[src/rtl/countdown_timer.sv]
// countdown_timer
// MM:SS countdown held as four BCD digits, decremented once per one-second
// pulse while running. Load/start/stop come from the user-input logic and
// expiry is reported to the game/system controller.
// Optional feature: define COUNTDOWN_WARN_EN to build the low-time warning
// output (remaining time <= WARN_SECS while running or paused). Without the
// macro, warn is tied low and no warning comparator is built.

module countdown_timer #(
  parameter int WARN_SECS = 10
) (
  input  logic        clk,
  input  logic        rst,
  input  logic        OneSecTimeout,
  input  logic        load,
  input  logic [15:0] load_bcd,
  input  logic        start,
  input  logic        stop,
  output logic [3:0]  min_tens,
  output logic [3:0]  min_ones,
  output logic [3:0]  sec_tens,
  output logic [3:0]  sec_ones,
  output logic        running,
  output logic        time_up,
  output logic        expired,
  output logic        load_err,
  output logic        warn
);

  typedef enum logic [1:0] {
    Idle    = 2'd0,
    Run     = 2'd1,
    Pause   = 2'd2,
    Expired = 2'd3
  } stateT;

  stateT stateQ, stateD;

  logic [3:0] nextMinTens, nextMinOnes, nextSecTens, nextSecOnes;
  logic [3:0] decMinTens, decMinOnes, decSecTens, decSecOnes;
  logic       loadValid;
  logic       curNonZero;
  logic       decZero;
  logic       expiredD;
  logic       loadErrD;

  // A WARN_SECS outside 1..59 could never (or would always) fire; catch it
  // when the design is elaborated rather than in the field.
  if (WARN_SECS < 1 || WARN_SECS > 59) begin : gWarnRangeCheck
    $error("countdown_timer: WARN_SECS must be in 1..59");
  end

  // Load is accepted only as a legal MM:SS value in BCD.
  always_comb begin
    loadValid = (load_bcd[15:12] <= 4'd9) && (load_bcd[11:8] <= 4'd9) &&
                (load_bcd[7:4] <= 4'd5) && (load_bcd[3:0] <= 4'd9);
    curNonZero = |{min_tens, min_ones, sec_tens, sec_ones};
  end

  // One-second BCD decrement with borrow chain: 9 for ones digits, 5 for sec tens.
  always_comb begin
    decMinTens = min_tens;
    decMinOnes = min_ones;
    decSecTens = sec_tens;
    decSecOnes = sec_ones;
    if (sec_ones != 4'd0) begin
      decSecOnes = sec_ones - 4'd1;
    end else begin
      decSecOnes = 4'd9;
      if (sec_tens != 4'd0) begin
        decSecTens = sec_tens - 4'd1;
      end else begin
        decSecTens = 4'd5;
        if (min_ones != 4'd0) begin
          decMinOnes = min_ones - 4'd1;
        end else begin
          decMinOnes = 4'd9;
          decMinTens = min_tens - 4'd1;
        end
      end
    end
    decZero = ~|{decMinTens, decMinOnes, decSecTens, decSecOnes};
  end

  // Next-state and next-digit logic; load beats start, stop beats start,
  // and reaching 00:00 beats a simultaneous stop.
  always_comb begin
    stateD      = stateQ;
    nextMinTens = min_tens;
    nextMinOnes = min_ones;
    nextSecTens = sec_tens;
    nextSecOnes = sec_ones;
    expiredD    = 1'b0;
    loadErrD    = 1'b0;
    unique case (stateQ)
      Idle: begin
        if (load) begin
          if (loadValid) begin
            {nextMinTens, nextMinOnes, nextSecTens, nextSecOnes} = load_bcd;
          end else begin
            loadErrD = 1'b1;
          end
        end else if (start && !stop && curNonZero) begin
          stateD = Run;
        end
      end
      Run: begin
        if (OneSecTimeout) begin
          nextMinTens = decMinTens;
          nextMinOnes = decMinOnes;
          nextSecTens = decSecTens;
          nextSecOnes = decSecOnes;
          if (decZero) begin
            stateD   = Expired;
            expiredD = 1'b1;
          end else if (stop) begin
            stateD = Pause;
          end
        end else if (stop) begin
          stateD = Pause;
        end
      end
      Pause: begin
        if (load) begin
          if (loadValid) begin
            {nextMinTens, nextMinOnes, nextSecTens, nextSecOnes} = load_bcd;
            stateD = Idle;
          end else begin
            loadErrD = 1'b1;
          end
        end else if (start && !stop) begin
          stateD = Run;
        end
      end
      Expired: begin
        if (load) begin
          if (loadValid) begin
            {nextMinTens, nextMinOnes, nextSecTens, nextSecOnes} = load_bcd;
            stateD = Idle;
          end else begin
            loadErrD = 1'b1;
          end
        end
      end
      default: begin
        stateD = Idle;
      end
    endcase
  end

  // State, digits and status flags all register together so they change on one edge.
  always_ff @(posedge clk or negedge rst) begin
    if (!rst) begin
      stateQ   <= Idle;
      min_tens <= 4'd0;
      min_ones <= 4'd0;
      sec_tens <= 4'd0;
      sec_ones <= 4'd0;
      running  <= 1'b0;
      time_up  <= 1'b0;
      expired  <= 1'b0;
      load_err <= 1'b0;
    end else begin
      stateQ   <= stateD;
      min_tens <= nextMinTens;
      min_ones <= nextMinOnes;
      sec_tens <= nextSecTens;
      sec_ones <= nextSecOnes;
      running  <= (stateD == Run);
      time_up  <= (stateD == Expired);
      expired  <= expiredD;
      load_err <= loadErrD;
    end
  end

`ifdef COUNTDOWN_WARN_EN
  localparam logic [6:0] WarnLimit = 7'(WARN_SECS);

  logic [6:0] nextSecs;
  logic       warnD;

  // Warning looks at the upcoming digits so it lines up with the display.
  always_comb begin
    nextSecs = 7'(nextSecTens) * 7'd10 + 7'(nextSecOnes);
    warnD    = ((stateD == Run) || (stateD == Pause)) &&
               (nextMinTens == 4'd0) && (nextMinOnes == 4'd0) &&
               (nextSecs != 7'd0) && (nextSecs <= WarnLimit);
  end

  // Warning flag register.
  always_ff @(posedge clk or negedge rst) begin
    if (!rst) begin
      warn <= 1'b0;
    end else begin
      warn <= warnD;
    end
  end
`else
  assign warn = 1'b0;
`endif

endmodule
[config.mk]
export PLATFORM = sky130hd
export DESIGN_NAME = countdown_timer
export DESIGN_NICKNAME = d
export VERILOG_FILES = /design/src/rtl/countdown_timer.sv
export SDC_FILE = /design/constraint.sdc
export NUM_CORES = 1
export LEC_CHECK = 0
export CAP_MARGIN = 40
export CELL_PAD_IN_SITES_DETAIL_PLACEMENT = 0
export CELL_PAD_IN_SITES_GLOBAL_PLACEMENT = 1
export CORE_MARGIN = 2
export CORE_UTILIZATION = 30
export CTS_CLUSTER_DIAMETER = 30
export DETAILED_ROUTE_END_ITERATION = 7
export PLACE_DENSITY_LB_ADDON = 0.15
export REMOVE_ABC_BUFFERS = 1
export SYNTH_ARGS = -nofsm -noshare
export SYNTH_HDL_FRONTEND = slang
export SYNTH_SLANG_ARGS = --single-unit
[constraint.sdc]
create_clock -name clk -period 2.3 [get_ports clk]
set_clock_uncertainty 0.2 [all_clocks]
set_input_delay 0.46 -clock clk [delete_from_list [all_inputs] [get_ports clk]]
set_output_delay 0.46 -clock clk [all_outputs]
set_load 0.05 [all_outputs]
Word level (Yosys, flattened, before mapping)
Index checks and enable logic that the tools add are counted.
W data, S select, Z words.
{"block": "word_totals", "mem_bits_ro": 0, "word_cells": 80, "ram_bits": 0, "register_bits": 22, "n_memories": 0, "output_inout_bits": 21, "inputBits": 22, "latch_bits": 0}
{"block": "classes", "n_eq_ne": 8, "n_mux": 41, "shifts": 0, "n_lt_le_gt_ge": 4, "addsub": 4, "n_mul": 0, "div": 0, "n_reduce_logical": 14, "bitwise_logic": 0}
{"cell": "$mux W4", "n": 21}
{"cell": "$pmux W4 S2", "n": 4}
{"cell": "$reduce_or A16 Y1", "n": 2}
{"cell": "$mux W2", "n": 9}
{"cell": "$sub A4 B1 Y4 const B", "n": 4}
{"cell": "$le A4 B4 Y1 const B", "n": 3}
{"cell": "$reduce_bool A4 Y1", "n": 3}
{"cell": "$pmux W2 S4", "n": 1}
{"cell": "$eq A2 B2 Y1 const B", "n": 3}
{"cell": "$mux W1", "n": 6}
{"cell": "$logic_and A1 B1 Y1", "n": 5}
{"cell": "$eq A2 B1 Y1 const B", "n": 2}
{"cell": "$le A4 B3 Y1 const B", "n": 1}
{"cell": "$ne A2 B1 Y1 const B", "n": 2}
{"cell": "$reduce_and A3 Y1", "n": 1}
{"cell": "$reduce_or A3 Y1", "n": 1}
{"cell": "$logic_not A2 Y1", "n": 1}
{"cell": "$ne A2 B2 Y1 const B", "n": 1}
{"cell": "$logic_not A1 Y1", "n": 1}

Longest topological paths before layout
Gate-level depths: netlist (run 1).
{"block": "depth", "ltp_word": 9, "ltp_mapped": 7, "mapped_depth_nobuf": 7}

Worst setup path after synthesis (run 1)
OpenSTA, ideal clock, no wires.
{"block": "synth_timing", "kind": "reg2reg", "start": "register sec_ones[0]", "end": "register running", "period_less_slack_ns": 2.705, "t_arrival_ns": 2.376, "stages_incl_launch_ff": 7, "slack_ns": -0.405, "setup_time_ns": 0.129, "cell_sequence": "dfrtp_1 > buf_6 > or4_4 > nor4b_4 > mux2i_1 > or4_4 > nor4b_1"}
{"block": "synth_between", "elab_chain_len": 7, "word_cells_on_any_way": 15}
{"element": "start: declaration", "line_no": "22", "rtl": "output logic [3:0] sec_ones,"}
{"element": "start signal: assignment", "line_no": "168", "rtl": "sec_ones <= nextSecOnes;"}
{"element": "$sub A4 B1 Y4 or $reduce_bool A4 Y1 (tied branches)", "line_no": "67, 66"}
{"element": "$mux W4", "line_no": "66", "rtl": "if (sec_ones != 4'd0) begin"}
{"element": "$reduce_or A16 Y1", "line_no": "82", "rtl": "decZero = ~|{decMinTens, decMinOnes, decSecTens, decSecOnes};"}
{"element": "$mux W2", "line_no": "113", "rtl": "if (decZero) begin"}
{"element": "$mux W2", "line_no": "108", "rtl": "if (OneSecTimeout) begin"}
{"element": "$pmux W2 S4 *", "line_no": "95", "rtl": "unique case (stateQ)"}
{"element": "$eq A2 B1 Y1 *", "line_no": "169", "rtl": "running <= (stateD == Run);"}
{"element": "end signal: assignment", "line_no": "169"}
{"element": "end: declaration", "line_no": "23", "rtl": "output logic running,"}
Mark *: on every way between the ends. The rest lies on a longest branch, timed or not.
A chain may end at the register's enable or synchronous reset.

Final worst setup path (run 1)
{"block": "layout_timing", "start": "register min_tens[0]", "end": "register running"}
{"block": "layout_between", "elab_chain_len": 9, "word_cells_on_any_way": 13}
{"element": "start: declaration", "line_no": "19", "rtl": "output logic [3:0] min_tens,"}
{"element": "start signal: assignment", "line_no": "165", "rtl": "min_tens <= nextMinTens;"}
{"element": "$sub A4 B1 Y4", "line_no": "78", "rtl": "decMinTens = min_tens - 4'd1;"}
{"element": "$mux W4", "line_no": "74", "rtl": "if (min_ones != 4'd0) begin"}
{"element": "$mux W4", "line_no": "70", "rtl": "if (sec_tens != 4'd0) begin"}
{"element": "$mux W4", "line_no": "66"}
{"element": "$reduce_or A16 Y1", "line_no": "82"}
{"element": "$mux W2", "line_no": "113"}
{"element": "$mux W2", "line_no": "108"}
{"element": "$pmux W2 S4 *", "line_no": "95"}
{"element": "$eq A2 B1 Y1 *", "line_no": "169"}
Marked as above.

==> results of run 1 <==
-- per-stage QoR --
step | power [mW] | setup slack (ns)
final | 2.86 | -0.0507
after floorplan | 1.83 | -0.390
after global routing | 3.03 | -0.134
after detailed placement | 2.60 | -0.180
after CTS | 2.86 | -0.0463
after global placement | 2.59 | -0.135
-- Yosys cell counts (2+ instances only) --
cell / instances / area [sq um]
o21ai_0: 15 / 75.1
clkbuf_1: 5 / 18.8
nor4b_1: 2 / 17.5
o2bb2ai_1: 3 / 26.3
o41a_1: 2 / 22.5
nand3_1: 3 / 15.0
nor2_1: 9 / 33.8
nor3_1: 8 / 40.0
nand2_1: 7 / 26.3
or4_4: 2 / 22.5
a22oi_1: 2 / 15.0
o22ai_1: 5 / 31.3
a2bb2oi_1: 2 / 17.5
a21oi_1: 20 / 100
nand2b_1: 3 / 18.8
or3_2: 2 / 15.0
mux2i_1: 2 / 20.0
dfrtp_1: 22 / 551
inv_1: 8 / 30.0
nand4_1: 3 / 18.8
o21ai_1: 2 / 10.0
a31oi_1: 2 / 12.5
nor4_2: 2 / 25.0
-- sequential cells by signal (all words and copies together), names as in the netlist --
| name | count |
|---|---|
| stateQ | 2 |
| sec_ones | 4 |
| min_tens | 4 |
| time_up | 1 |
| load_err | 1 |
| running | 1 |
| min_ones | 4 |
| expired | 1 |
| sec_tens | 4 |
-- power breakdown --
part | leakage (nW) | internal, mW | switching [mW] | total [mW]
Sequential | 0.269 | 0.552 | 0.167 | 0.718
Combinational | 0.604 | 0.743 | 1.16 | 1.90
Clock | 0.0216 | 0.117 | 0.127 | 0.244
Total | 0.894 | 1.41 | 1.45 | 2.86
-- timing repair --
| item | CTS | global route |
|---|---|---|
| pin swaps | 1 | 0 |
| gates resized for setup | 1 | 3 |
| buffers inserted | 0 | 1 |
| setup endpoints to repair | 5 | 7 |
| endpoints found under the hold margin | 0 | 0 |
-- cells by family (layout without fill, tap and decap cells) --
group	Yosys count	count (layout)
flops	22	22
mux	2	2
buf+inv	16	88
fa+ha+maj	1	1
compound gates	60	60
simple gates	51	51
other cells	1	1
-- layer usage --
metal	vias to the layer above	wire length [microns]	GRT usage [%]
met1	731	1920	21.9
met2	54	2000	29.0
met3	8	203	2.39
met4	0	62	5.66
li1	728	-	-
met5	-	0	0
-- layout make-up --
class,instances,area (sq um)
Multi-Input combinational cell,115,746
Clock buffer,3,41.3
Fill cell,426,2260
Timing Repair Buffer,77,661
Sequential cell,22,551
Tap cell,52,65.1
Inverter,8,30.0
-- worst max-delay path, cell delays in order, from the launching register on --
cell and delay [ns]:
dfrtp_1 0.38, inv_1 0.06, ha_1 0.13, or4b_4 0.48, nor4b_4 0.23, mux2i_1 0.14
or4_4 0.45, nor4b_1 0.16
-- worst paths after layout --
kind	start	end	slack, ns	depth (start not counted)
hold reg to reg	min_ones[0]$_DFFE_PN0P_	min_ones[0]$_DFFE_PN0P_	0.37	1
setup / recovery	min_tens[0]$_DFFE_PN0P_	running$_DFF_PN0_	-0.05	7
max in group asynchronous	rst	load_err$_DFF_PN0_	1.32	2
min in group clk	min_ones[0]$_DFFE_PN0P_	min_ones[0]$_DFFE_PN0P_	0.37	1
hold / removal	rst	min_ones[0]$_DFFE_PN0P_	0.34	2
setup reg to reg	min_tens[0]$_DFFE_PN0P_	running$_DFF_PN0_	-0.05	7
==> results.sh, run 1 <==
export IMPL_status="finished, violations left"
export IMPL_violations="negative setup slack"
export IMPL_period_minus_slack_ns=2.35
export IMPL_yosysUniqueCellTypes=45
export IMPL_grt_pass1_vias=1385
export IMPL_drtAntennaViolNets=0
export IMPL_detailedPlacementHpwl_microns=3130
export IMPL_final_util_pct=48.1
export IMPL_drt_iter0_drc=69
export IMPL_synth_warnings=0
export IMPL_initial_core_util_pct=31.3
export IMPL_start_kind="flip-flop"
export IMPL_synthArstFlopShare_pct=100
export IMPL_first_pass_iters=5
export IMPL_max_freq_mhz=425
export IMPL_pin_count=43
export IMPL_die_x_microns=71.4
export IMPL_root_buffer="clkbuf_8"
export IMPL_path_class="flip-flop to flip-flop"
export IMPL_grt_setup_unrepaired="true"
export IMPL_critPathMaxFanout=4
export IMPL_drive_above_1_share_pct=26.2
export IMPL_antenna_cells=0
export IMPL_stdcell_count=277
export IMPL_cap_violations=0
export IMPL_portBuffers=41
export IMPL_via_count=1521
export IMPL_placed_area_sq_um=2030
export IMPL_clk_pin_slew_ns=0.08
export IMPL_grt_max_degree=24
export IMPL_synth_edf_count=0
export IMPL_setup_tns_final_ns=-0.104
export IMPL_yosys_mux_area_fraction_pct=1.47
export IMPL_synthSimpleGateAreaFrac_pct=23.6
export IMPL_leakagePower_nw=0.894
export IMPL_clkLatencyLatePin_ns=0.26
export IMPL_viasPerCell=5.49
export IMPL_cts_hold_buf=0
export IMPL_rows=24
export IMPL_synthAdderAreaFrac_pct=0.917
export IMPL_final_area_sq_um=2090
export IMPL_layout_commonest_cell="buf_4"
export IMPL_crit_required_ns=2.24
export IMPL_drc=0
export IMPL_synth_area_per_cell_sq_um=8.91
export IMPL_coreArea_sq_um=4350
export IMPL_drt_total_wl_microns=4190
export IMPL_holdWs_ns=0.345
export IMPL_final_cell_mix="45 x buf_4, 31 x clkdlybuf4s50_1, 22 x dfrtp_1, 20 x a21oi_1, 15 x o21ai_0"
export IMPL_grt_overflow=0
export IMPL_ys_seq_area_share_pct=40.4
export IMPL_hold_viol_final=0
export IMPL_wl_per_cell_microns=15.1
export IMPL_powerDensity_nw_per_um2=1370
export IMPL_grt_usage_pct=16.9
export IMPL_cts_sinks=22
export IMPL_cp_arrival_ns=2.29
export IMPL_dpl_cell_count=273
export IMPL_synth_xor_area_share_pct=0
export IMPL_critPathCaptureType="flip-flop"
export IMPL_clockBufferDepth=2
export IMPL_tightest_slew_ns=0.504
export IMPL_finalSetupViolations=3
export IMPL_hp_class="input pin to asynchronous set/reset pin"
export IMPL_synthToLayoutAreaGrowth_pct=53.5
export IMPL_numCtsBuffers=3
export IMPL_syn_inst=153
export IMPL_synth_top_family_by_area="compound AO/OA/AOI/OAI gates"
export IMPL_synth_ff_type="dfrtp_1"
export IMPL_nets=250
export IMPL_max_vdd_ir_drop_uv=555
export IMPL_dieArea_sq_um=5100
export IMPL_ys_ff_latch=22
export IMPL_cts_tree="done"
export IMPL_grt_pass1_wl_microns=6790
export IMPL_setup_ws_ns=-0.0507
export IMPL_gp_congestion=0.797
export IMPL_die_h_microns=71.4
export IMPL_antenna_found_initial=0
export IMPL_htree_levels=1
export IMPL_fin_crit_sh_pct=102
export IMPL_synth_compound_area_share_pct=27.4
export IMPL_drv_slew=0
export IMPL_relSlewSlack_pct=66.4
export IMPL_syn_area_sq_um=1360
(Power assumes the default switching activity.)
==> run 2, diff against run 1 <==
--- a/config.mk
+++ b/config.mk
@@ -8,12 +8,15 @@
 export CAP_MARGIN = 40
 export CELL_PAD_IN_SITES_DETAIL_PLACEMENT = 0
 export CELL_PAD_IN_SITES_GLOBAL_PLACEMENT = 1
+export CORE_ASPECT_RATIO = 0.6
 export CORE_MARGIN = 2
-export CORE_UTILIZATION = 30
+export CORE_UTILIZATION = 35
 export CTS_CLUSTER_DIAMETER = 30
 export DETAILED_ROUTE_END_ITERATION = 7
+export DONT_BUFFER_PORTS = 1
 export PLACE_DENSITY_LB_ADDON = 0.15
 export REMOVE_ABC_BUFFERS = 1
+export SLEW_MARGIN = 20
 export SYNTH_ARGS = -nofsm -noshare
 export SYNTH_HDL_FRONTEND = slang
 export SYNTH_SLANG_ARGS = --single-unit
==> run 2 against run 1 <==
Against the previous run: the run still ends with negative setup slack left; combinational power shrank 6%; final area shrank 15%; non-clock buffer count shrank 40; routed wire length grew 5.0%; critical path type unchanged; register-to-register slack is essentially flat; global-route usage grew 3.8 points; largest cell class unchanged.
==> results.sh, run 2 (same netlist as run 1, synthesis figures left out) <==
export IMPL_status="finished, violations left"
export IMPL_violations="negative setup slack"
export IMPL_start_kind="flip-flop"
export IMPL_critPathMaxFanout=4
export IMPL_portBuffers=0
export IMPL_cpPeakStageDelay_ns=0.48
export IMPL_antenna_cells=0
export IMPL_initial_core_util_pct=36.8
export IMPL_drt_total_wl_microns=4400
export IMPL_numCtsBuffers=3
export IMPL_synthToLayoutAreaGrowth_pct=30.1
export IMPL_max_freq_mhz=425
export IMPL_antenna_found_initial=0
export IMPL_cp_arrival_ns=2.30
export IMPL_relSlewSlack_pct=61.3
export IMPL_path_cells="inv_1 > ha_1 > or4b_4 > nor4b_4 > mux2i_1 > or4_4 > nor4b_4"
export IMPL_wl_per_cell_microns=18.9
export IMPL_clockBufferDepth=2
export IMPL_leakagePower_nw=0.748
export IMPL_crit_buf_inv=1
export IMPL_hold_viol_final=0
export IMPL_clk_pin_slew_ns=0.09
export IMPL_die_h_microns=52.4
export IMPL_r2r_start="min_tens[0]$_DFFE_PN0P_"
export IMPL_powerDensity_nw_per_um2=1600
export IMPL_pin_count=43
export IMPL_dpl_cell_count=224
export IMPL_rows=17
export IMPL_final_util_pct=47.9
export IMPL_r2r_slack_ns=-0.05
export IMPL_dieArea_sq_um=4430
export IMPL_grt_max_degree=24
export IMPL_tightest_slew_ns=0.580
export IMPL_final_cell_mix="34 x buf_4, 22 x dfrtp_1, 20 x a21oi_1, 15 x o21ai_0, 9 x nor2_1"
export IMPL_crit_top_cell="nor4b_4"
export IMPL_drc=0
export IMPL_max_vdd_ir_drop_uv=546
export IMPL_grt_pass1_vias=1290
export IMPL_htree_levels=1
export IMPL_critPathCaptureType="flip-flop"
export IMPL_drive_above_1_share_pct=29.6
export IMPL_drv_slew=0
export IMPL_coreArea_sq_um=3700
export IMPL_grt_pass1_wl_microns=6900
export IMPL_gp_congestion=0.774
export IMPL_setup_ws_ns=-0.0531
export IMPL_min_from="load"
export IMPL_grt_usage_pct=20.8
export IMPL_detailedPlacementHpwl_microns=3200
export IMPL_stdcell_count=233
export IMPL_cts_tree="done"
export IMPL_crit_required_ns=2.25
export IMPL_slowest_stage="or4b_4"
export IMPL_hp_class="input pin to flip-flop"
export IMPL_rr_worst_depth=7
export IMPL_clkLatencyLatePin_ns=0.27
export IMPL_nets=210
export IMPL_viasPerCell=5.86
export IMPL_layout_commonest_cell="buf_4"
export IMPL_drt_iter0_drc=113
export IMPL_via_count=1365
export IMPL_r2r_end="running$_DFF_PN0_"
export IMPL_grt_setup_unrepaired="true"
export IMPL_min_to="load_err$_DFF_PN0_"
export IMPL_cap_violations=0
export IMPL_finalSetupViolations=3
export IMPL_path_delay_family="simple AND/OR/NAND/NOR gates"
export IMPL_fin_crit_sh_pct=102
export IMPL_first_pass_iters=4
export IMPL_whs_path_depth=2
export IMPL_period_minus_slack_ns=2.35
export IMPL_grt_overflow=0
export IMPL_cts_sinks=22
export IMPL_path_class="flip-flop to flip-flop"
export IMPL_drtAntennaViolNets=0
export IMPL_die_x_microns=84.6
export IMPL_root_buffer="clkbuf_8"
run 2: cell types whose count changed in the layout (fill, tap and decap cells not counted), moves of 2 or more:
cell             change
buf_4               -11
nor4_4               +2
clkdlybuf4s50_1     -31
or3_4                +2
run 2: area by class of cell:
class	count	area, sq um
tap	47	58.8
inverter	8	30.0
clock buffer	4	55.1
timing repair buffer	37	282
fill	364	1930
multi-input combinational	115	798
sequential	22	551
run 2: what timing repair did:
action	CTS	global route
pin swaps	2	3
gates resized for setup	4	9
hold buffers	1	1
buffers inserted	1	2
setup endpoints to repair	6	9
endpoints found under the hold margin	22	22
run 2: metrics by stage:
stage	hold slack, ns	TNS, ns	worst slack (ns)	total power, mW	instance area (sq um)
floorplan	-0.0356	-1.55	-0.390	1.83	1310
finish	0.155	-0.139	-0.0531	2.83	1770
CTS	0.152	-0.258	-0.0878	2.75	1710
global route	0.156	-0.734	-0.162	3.02	1770
global placement	-0.0348	-0.395	-0.129	2.36	1610
detailed placement	-0.0347	-0.666	-0.187	2.39	1610
run 2: power by group:
| group | total [mW] | internal [mW] | switching (mW) | leakage [nW] |
|---|---|---|---|---|
| clock network | 0.289 | 0.153 | 0.136 | 0.0288 |
| logic | 1.78 | 0.618 | 1.16 | 0.451 |
| registers | 0.766 | 0.551 | 0.214 | 0.269 |
run 2: how the worst max path moves through the flow:
stage | from | endpoint | slack [ns] | cells past startpoint
after floorplan | min_tens[0]$_DFFE_PN0P_ | running$_DFF_PN0_ | -0.39 | 7
after global placement | min_tens[0]$_DFFE_PN0P_ | running$_DFF_PN0_ | -0.13 | 7
after detailed placement | min_tens[0]$_DFFE_PN0P_ | running$_DFF_PN0_ | -0.19 | 7
after CTS | min_tens[0]$_DFFE_PN0P_ | running$_DFF_PN0_ | -0.09 | 7
after global routing | min_tens[0]$_DFFE_PN0P_ | running$_DFF_PN0_ | -0.16 | 7
final | min_tens[0]$_DFFE_PN0P_ | running$_DFF_PN0_ | -0.05 | 7
run 2: worst register-to-register path, stage by stage, from the launching register on:
cell and delay, ns:
dfrtp_1 0.38, inv_1 0.06, ha_1 0.14, or4b_4 0.48, nor4b_4 0.25, mux2i_1 0.13
or4_4 0.45, nor4b_4 0.15
run 2: routing by layer:
| metal | track usage [%] | vias to the layer above | share of wire, % |
|---|---|---|---|
| met5 | 0 | - | 0 |
| met4 | 3.44 | 0 | 0.32 |
| met3 | 11.7 | 2 | 14 |
| met2 | 27.3 | 63 | 40 |
| met1 | 29.5 | 651 | 46 |
| li1 | - | 649 | - |
